--- config.mk ---
export PLATFORM = sky130hd
export DESIGN_NAME = if_id_queue
export DESIGN_NICKNAME = d
export VERILOG_FILES = /design/src/rtl/cpu_pkg.sv /design/src/rtl/npc_predecode.sv /design/src/rtl/if_id_queue.sv
export SDC_FILE = /design/constraint.sdc
export NUM_CORES = 1
export LEC_CHECK = 0
export ABC_AREA = 1
export CAP_MARGIN = 0
export CORE_UTILIZATION = 43
export CTS_CLUSTER_SIZE = 30
export DETAILED_ROUTE_END_ITERATION = 10
export GPL_TIMING_DRIVEN = 0
export PLACE_DENSITY = 0.78
export REMOVE_ABC_BUFFERS = 1
export SYNTH_ARGS = -nofsm -noshare
export SYNTH_HDL_FRONTEND = slang
export SYNTH_HIERARCHICAL = 1
export SYNTH_SLANG_ARGS = --single-unit
--- constraint.sdc ---
create_clock -name clk -period 9.7 [get_ports clk]
set_input_delay 1.94 -clock clk [delete_from_list [all_inputs] [get_ports clk]]
set_output_delay 1.94 -clock clk [all_outputs]
set_load 0.05 [all_outputs]
--- src/rtl/cpu_pkg.sv ---
// Shared CPU definitions: opcode/funct constants, next-PC class encodings
// and the IF/ID queue entry layout.
package cpu_pkg;

  localparam logic [5:0] OP_SPECIAL = 6'b000000;
  localparam logic [5:0] OP_J       = 6'b000010;
  localparam logic [5:0] OP_JAL     = 6'b000011;
  localparam logic [5:0] OP_BEQ     = 6'b000100;
  localparam logic [5:0] FUNCT_JR   = 6'b001000;

  typedef enum logic [2:0] {
    NPC_SEQ    = 3'b000,
    NPC_BRANCH = 3'b001,
    NPC_J      = 3'b010,
    NPC_JAL    = 3'b011,
    NPC_JR     = 3'b100
  } npc_class_e;

  typedef struct packed {
    logic [31:0] instr;
    logic [31:0] pc4;
    logic [2:0]  opclass;
  } fetch_entry_t;

endpackage

--- src/rtl/npc_predecode.sv ---
// Combinational next-PC class decode of one instruction word, using the
// same encodings as the fetch stage's next-PC select.
module npc_predecode
  import cpu_pkg::*;
(
  input  logic [31:0] instr,
  output logic [2:0]  opclass
);

  logic [5:0] opcode;
  logic [5:0] funct;

  assign opcode = instr[31:26];
  assign funct  = instr[5:0];

  always_comb begin
    opclass = NPC_SEQ;
    case (opcode)
      OP_BEQ:     opclass = NPC_BRANCH;
      OP_J:       opclass = NPC_J;
      OP_JAL:     opclass = NPC_JAL;
      OP_SPECIAL: if (funct == FUNCT_JR) opclass = NPC_JR;
      default:    opclass = NPC_SEQ;
    endcase
  end

endmodule

--- src/rtl/if_id_queue.sv ---
// Fetch-to-decode queue: circular buffer of fetched instructions with their
// PC+4 and a next-PC class predecoded at push time. Flush beats push/pop.
module if_id_queue
  import cpu_pkg::*;
#(
  parameter int DEPTH = 2
) (
  input  logic                       clk,
  input  logic                       reset,
  input  logic                       in_valid,
  output logic                       in_ready,
  input  logic [31:0]                in_instr,
  input  logic [31:0]                in_pc4,
  input  logic                       flush,
  output logic                       out_valid,
  input  logic                       out_ready,
  output logic [31:0]                out_instr,
  output logic [31:0]                out_pc4,
  output logic [2:0]                 out_opclass,
  output logic [$clog2(DEPTH):0]     count
);

  localparam int PTR_W = $clog2(DEPTH);
  localparam int CNT_W = PTR_W + 1;

  logic [PTR_W-1:0] wr_ptr_reg, wr_ptr_next;
  logic [PTR_W-1:0] rd_ptr_reg, rd_ptr_next;
  logic [CNT_W-1:0] count_reg, count_next;

  fetch_entry_t entry_mem [DEPTH];
  fetch_entry_t push_entry;
  fetch_entry_t head_entry;
  logic [2:0]   push_opclass;
  logic         push;
  logic         pop;

  npc_predecode u_predecode (
    .instr   (in_instr),
    .opclass (push_opclass)
  );

  // Handshake flags depend only on registered occupancy.
  assign in_ready  = (count_reg < CNT_W'(DEPTH));
  assign out_valid = (count_reg != '0);
  assign push      = in_valid && in_ready && !flush;
  assign pop       = out_valid && out_ready && !flush;

  assign push_entry = '{instr: in_instr, pc4: in_pc4, opclass: push_opclass};

  always_comb begin
    wr_ptr_next = wr_ptr_reg;
    rd_ptr_next = rd_ptr_reg;
    count_next  = count_reg;
    if (flush) begin
      wr_ptr_next = '0;
      rd_ptr_next = '0;
      count_next  = '0;
    end else begin
      if (push)
        wr_ptr_next = (wr_ptr_reg == PTR_W'(DEPTH - 1)) ? '0 : wr_ptr_reg + PTR_W'(1);
      if (pop)
        rd_ptr_next = (rd_ptr_reg == PTR_W'(DEPTH - 1)) ? '0 : rd_ptr_reg + PTR_W'(1);
      case ({push, pop})
        2'b10:   count_next = count_reg + CNT_W'(1);
        2'b01:   count_next = count_reg - CNT_W'(1);
        default: count_next = count_reg;
      endcase
    end
  end

  always_ff @(posedge clk or negedge reset) begin
    if (!reset) begin
      wr_ptr_reg <= '0;
      rd_ptr_reg <= '0;
      count_reg  <= '0;
    end else begin
      wr_ptr_reg <= wr_ptr_next;
      rd_ptr_reg <= rd_ptr_next;
      count_reg  <= count_next;
    end
  end

  // Storage is not reset; occupancy alone decides what is visible.
  always_ff @(posedge clk) begin
    if (push)
      entry_mem[wr_ptr_reg] <= push_entry;
  end

  assign head_entry  = entry_mem[rd_ptr_reg];
  assign out_instr   = out_valid ? head_entry.instr   : 32'h0;
  assign out_pc4     = out_valid ? head_entry.pc4     : 32'h0;
  assign out_opclass = out_valid ? head_entry.opclass : 3'b000;
  assign count       = count_reg;

endmodule

==> summary.md <==
| Metric | Value |
|---|---|
| Required @ worst endpoint | 7760 ps |
| Total Neg Setup Slack | 0 ps |
| Root Buffer Master | clkbuf_16 |
| I/O pins | 140 |
| Post-Layout Cell Count | 743 |
| H-tree levels | 4 |
| R2r worst-path depth | 4 |
| Worst Setup End Kind | primary output |
| Min Hold Slack | 659 ps |
| Syn Std Cell Area | 0.00539 mm² |
| Kind of critical path | reg2out |
| Switching Power | 0.958 mW |
| Fin. max-slew vios | 0 |
| Setup slack at placement | 4680 ps |
| Post-route ant nets | 0 |
| Most frequent cells after synthesis | 148 x nand2_1, 134 x edfxtp_1, 67 x a21oi_1 |
| Maxcap violations | 0 |
| IO buf count | 139 |
| TritonCTS clock tree | yes |
| Initial antenna violation count | 0 |
| Detailed-route vias per instance | 4.83 |
| Endpoints failing setup | 0 |
| Final Hold Violating Endpoints | 0 |
| Final setup margin | 4290 ps |
| Min-Delay Path Depth | 2 |
| Fin nets | 632 |
| Share of total power in combinational logic | 42.3% |
| Clock transition at the registers of the reported paths | 50 ps |
| Total power | 2.39 mW |
| Synth warn | 6 |
| Pre-antenna DRT Iters | 6 |
| Cell Rows | 40 |
| Internal power | 1.43 mW |
| Syn Inst Count | 420 |
| Bufs on Longest Clock Path | 2 |
| Hold-fix buffers at CTS | 0 |
| Post-CTS setup buffers | 0 |
| Layout cell share with drive strength beyond 1 | 9.57% |
| DP HPWL | 7.32 mm |
| Pin count of the biggest net entering global routing | 69 |
| First-pass GRT wire length | 18.8 mm |
| IR drop worst, VDD | 0.179 mV |
| Arr. time, crit path | 3470 ps |
| Fraction of registers with async set/reset | 2.90% |
| Layout area overhead | 41.1% |
| RD Place Congestion | 0.710 |
| Synth area leader | edfxtp_1 |
| Worst Skew | 4.23 ps |
| Clk sinks | 138 |
| Switch share | 40.1% |
| Core area | 0.0121 mm² |
| Iteration-0 DRC Markers | 271 |
| Post-synth top flop | edfxtp_1 |
| Ant. Diodes | 0 |
| Chip Width | 114 µm |
| Yosys cell types | 22 |
| Wire length per cell | 15.5 µm |
| Vias in the first global route | 3812 |
| Tightest Pin Transition | 1270 ps |
| Final core occ | 62.8% |
| HP Class | reg2reg |
| Reg2reg start | rd_ptr_reg |
| Total grt overflow | 0 |
| EDFF count, synth | 134 |
| Max FFs per register | 134 |
| CP Max Fanout | 68 |
| Die area | 0.0130 mm² |
| Mean Syn Cell Area | 12.8 µm² |
| Minimum clock period | 5410 ps |
| Most common cell in the netlist | nand2_1 |
| WL final | 11.5 mm |
| Fillcell total | 937 |
| Vias | 3588 |
| HP Start | wr_ptr_reg |
| Sequential share of the synthesized area | 76.6% |
| DP Cell Count | 712 |
| Area after DPL | 0.00702 mm² |
| Max transition margin | 15.5% |
| Total CTS buffers | 17 |
| FF+latch count, synth | 138 |
| Clock power frac | 26.4% |
| Startpoint Class | register |
| Sequential power share | 31.3% |
| Outcome | finished clean |
| Leak | 2.70 nW |
| Synth top area share | 74.7% |
| # DRC | 0 |
| Synth area leaders | edfxtp_1 75%, nand2_1 10%, a21oi_1 6.2%, dfrtp_1 1.9%, buf_2 1.4% |
| Period utilization | 55.8% |
| Critical path origin | rd_ptr_reg |
| RSZ-0062 raised after global routing | no |
| Die Y | 114 µm |
| Cts repair resizes | 0 |
| Gr usage total | 19.2% |
| Design area | 0.00760 mm² |
| Initial core utilization | 44.5% |
| Pwr dens | 314 mW/mm² |
| Maximum clock rate | 0.185 GHz |
| Clk_lat worst skew | 400 ps |
## kinds of logic (layout without fill, tap and decap cells)
family | count (synthesis) | in the layout | share of synthesized area, %
flops | 138 | 138 | 76.6
buf+inv | 36 | 191 | 3.41
compound gates | 70 | 70 | 6.69
simple gates | 176 | 176 | 13.3
## layout by cell type (no fill, tap or decap)
master,synthesis,final
nand2_1,148,148
clkdlybuf4s50_1,0,139
edfxtp_1,134,134
a21oi_1,67,67
clkbuf_16,0,17
inv_1,9,9
nor2_1,9,7
buf_12,0,6
inv_2,5,5
nand3_1,4,4
nand2_2,4,4
nor2_4,1,3
nor2_2,3,3
clkinv_1,0,3
bufinv_16,0,3
dfrtp_1,4,3
nand3_2,2,2
nor3_1,2,2
clkinv_2,0,2
clkinv_4,0,2
clkinvlp_4,0,2
a21oi_2,1,1
nand2_4,1,1
o21ai_2,1,1
o21bai_1,1,1
clkbuf_1,0,1
inv_6,0,1
buf_16,0,1
dfrtp_2,0,1
and3_1,1,1
nand4_1,1,1
## per-layer routing
layer  routed length (µm)  vias up  track usage (%)
met5                    0        -                0
met3                  556       10             5.42
met2                 6010      102             33.0
li1                     -     1748                -
met4                  109        0             5.89
met1                 4860     1728             23.4
## final timing paths
| kind | to | slack, ps |
|---|---|---|
| worst min register to register | wr_ptr_reg | 660 |
| worst min-delay path | wr_ptr_reg | 660 |
| worst max register to register | rd_ptr_reg | 7350 |
| max in group asynchronous | rd_ptr_reg | 7740 |
| worst max-delay path | out_instr[27] | 4290 |
| min in group asynchronous | count[0] | 1760 |
## power by group through the flow
stage,Sequential (mW),Combinational [mW],Clock [mW]
finish,0.747,1.01,0.631
global route,0.752,1.07,0.672
CTS,0.748,1.02,0.645
detailed placement,0.760,1.02,0
global placement,0.779,0.960,0
floorplan,0.774,0.616,0
## cell type report
| cell class | count | area (µm²) | area share (%) |
|---|---|---|---|
| multi-input combinational | 246 | 1090 | 14.4 |
| timing repair buffer | 146 | 1540 | 20.2 |
| clock buffer | 18 | 429 | 5.65 |
| clock inverter | 13 | 153 | 2.01 |
| sequential | 138 | 4130 | 54.3 |
| tap | 168 | 210 | 2.76 |
| inverter | 14 | 52.6 | 0.691 |
## worst max-delay path, stage by stage, from the launching register on
cell and delay [ps]:
dfrtp_2 640, buf_12 290, inv_2 920, nand2_1 120, a21oi_1 240, clkdlybuf4s50_1 840
Power figures use the tool's default switching activity.
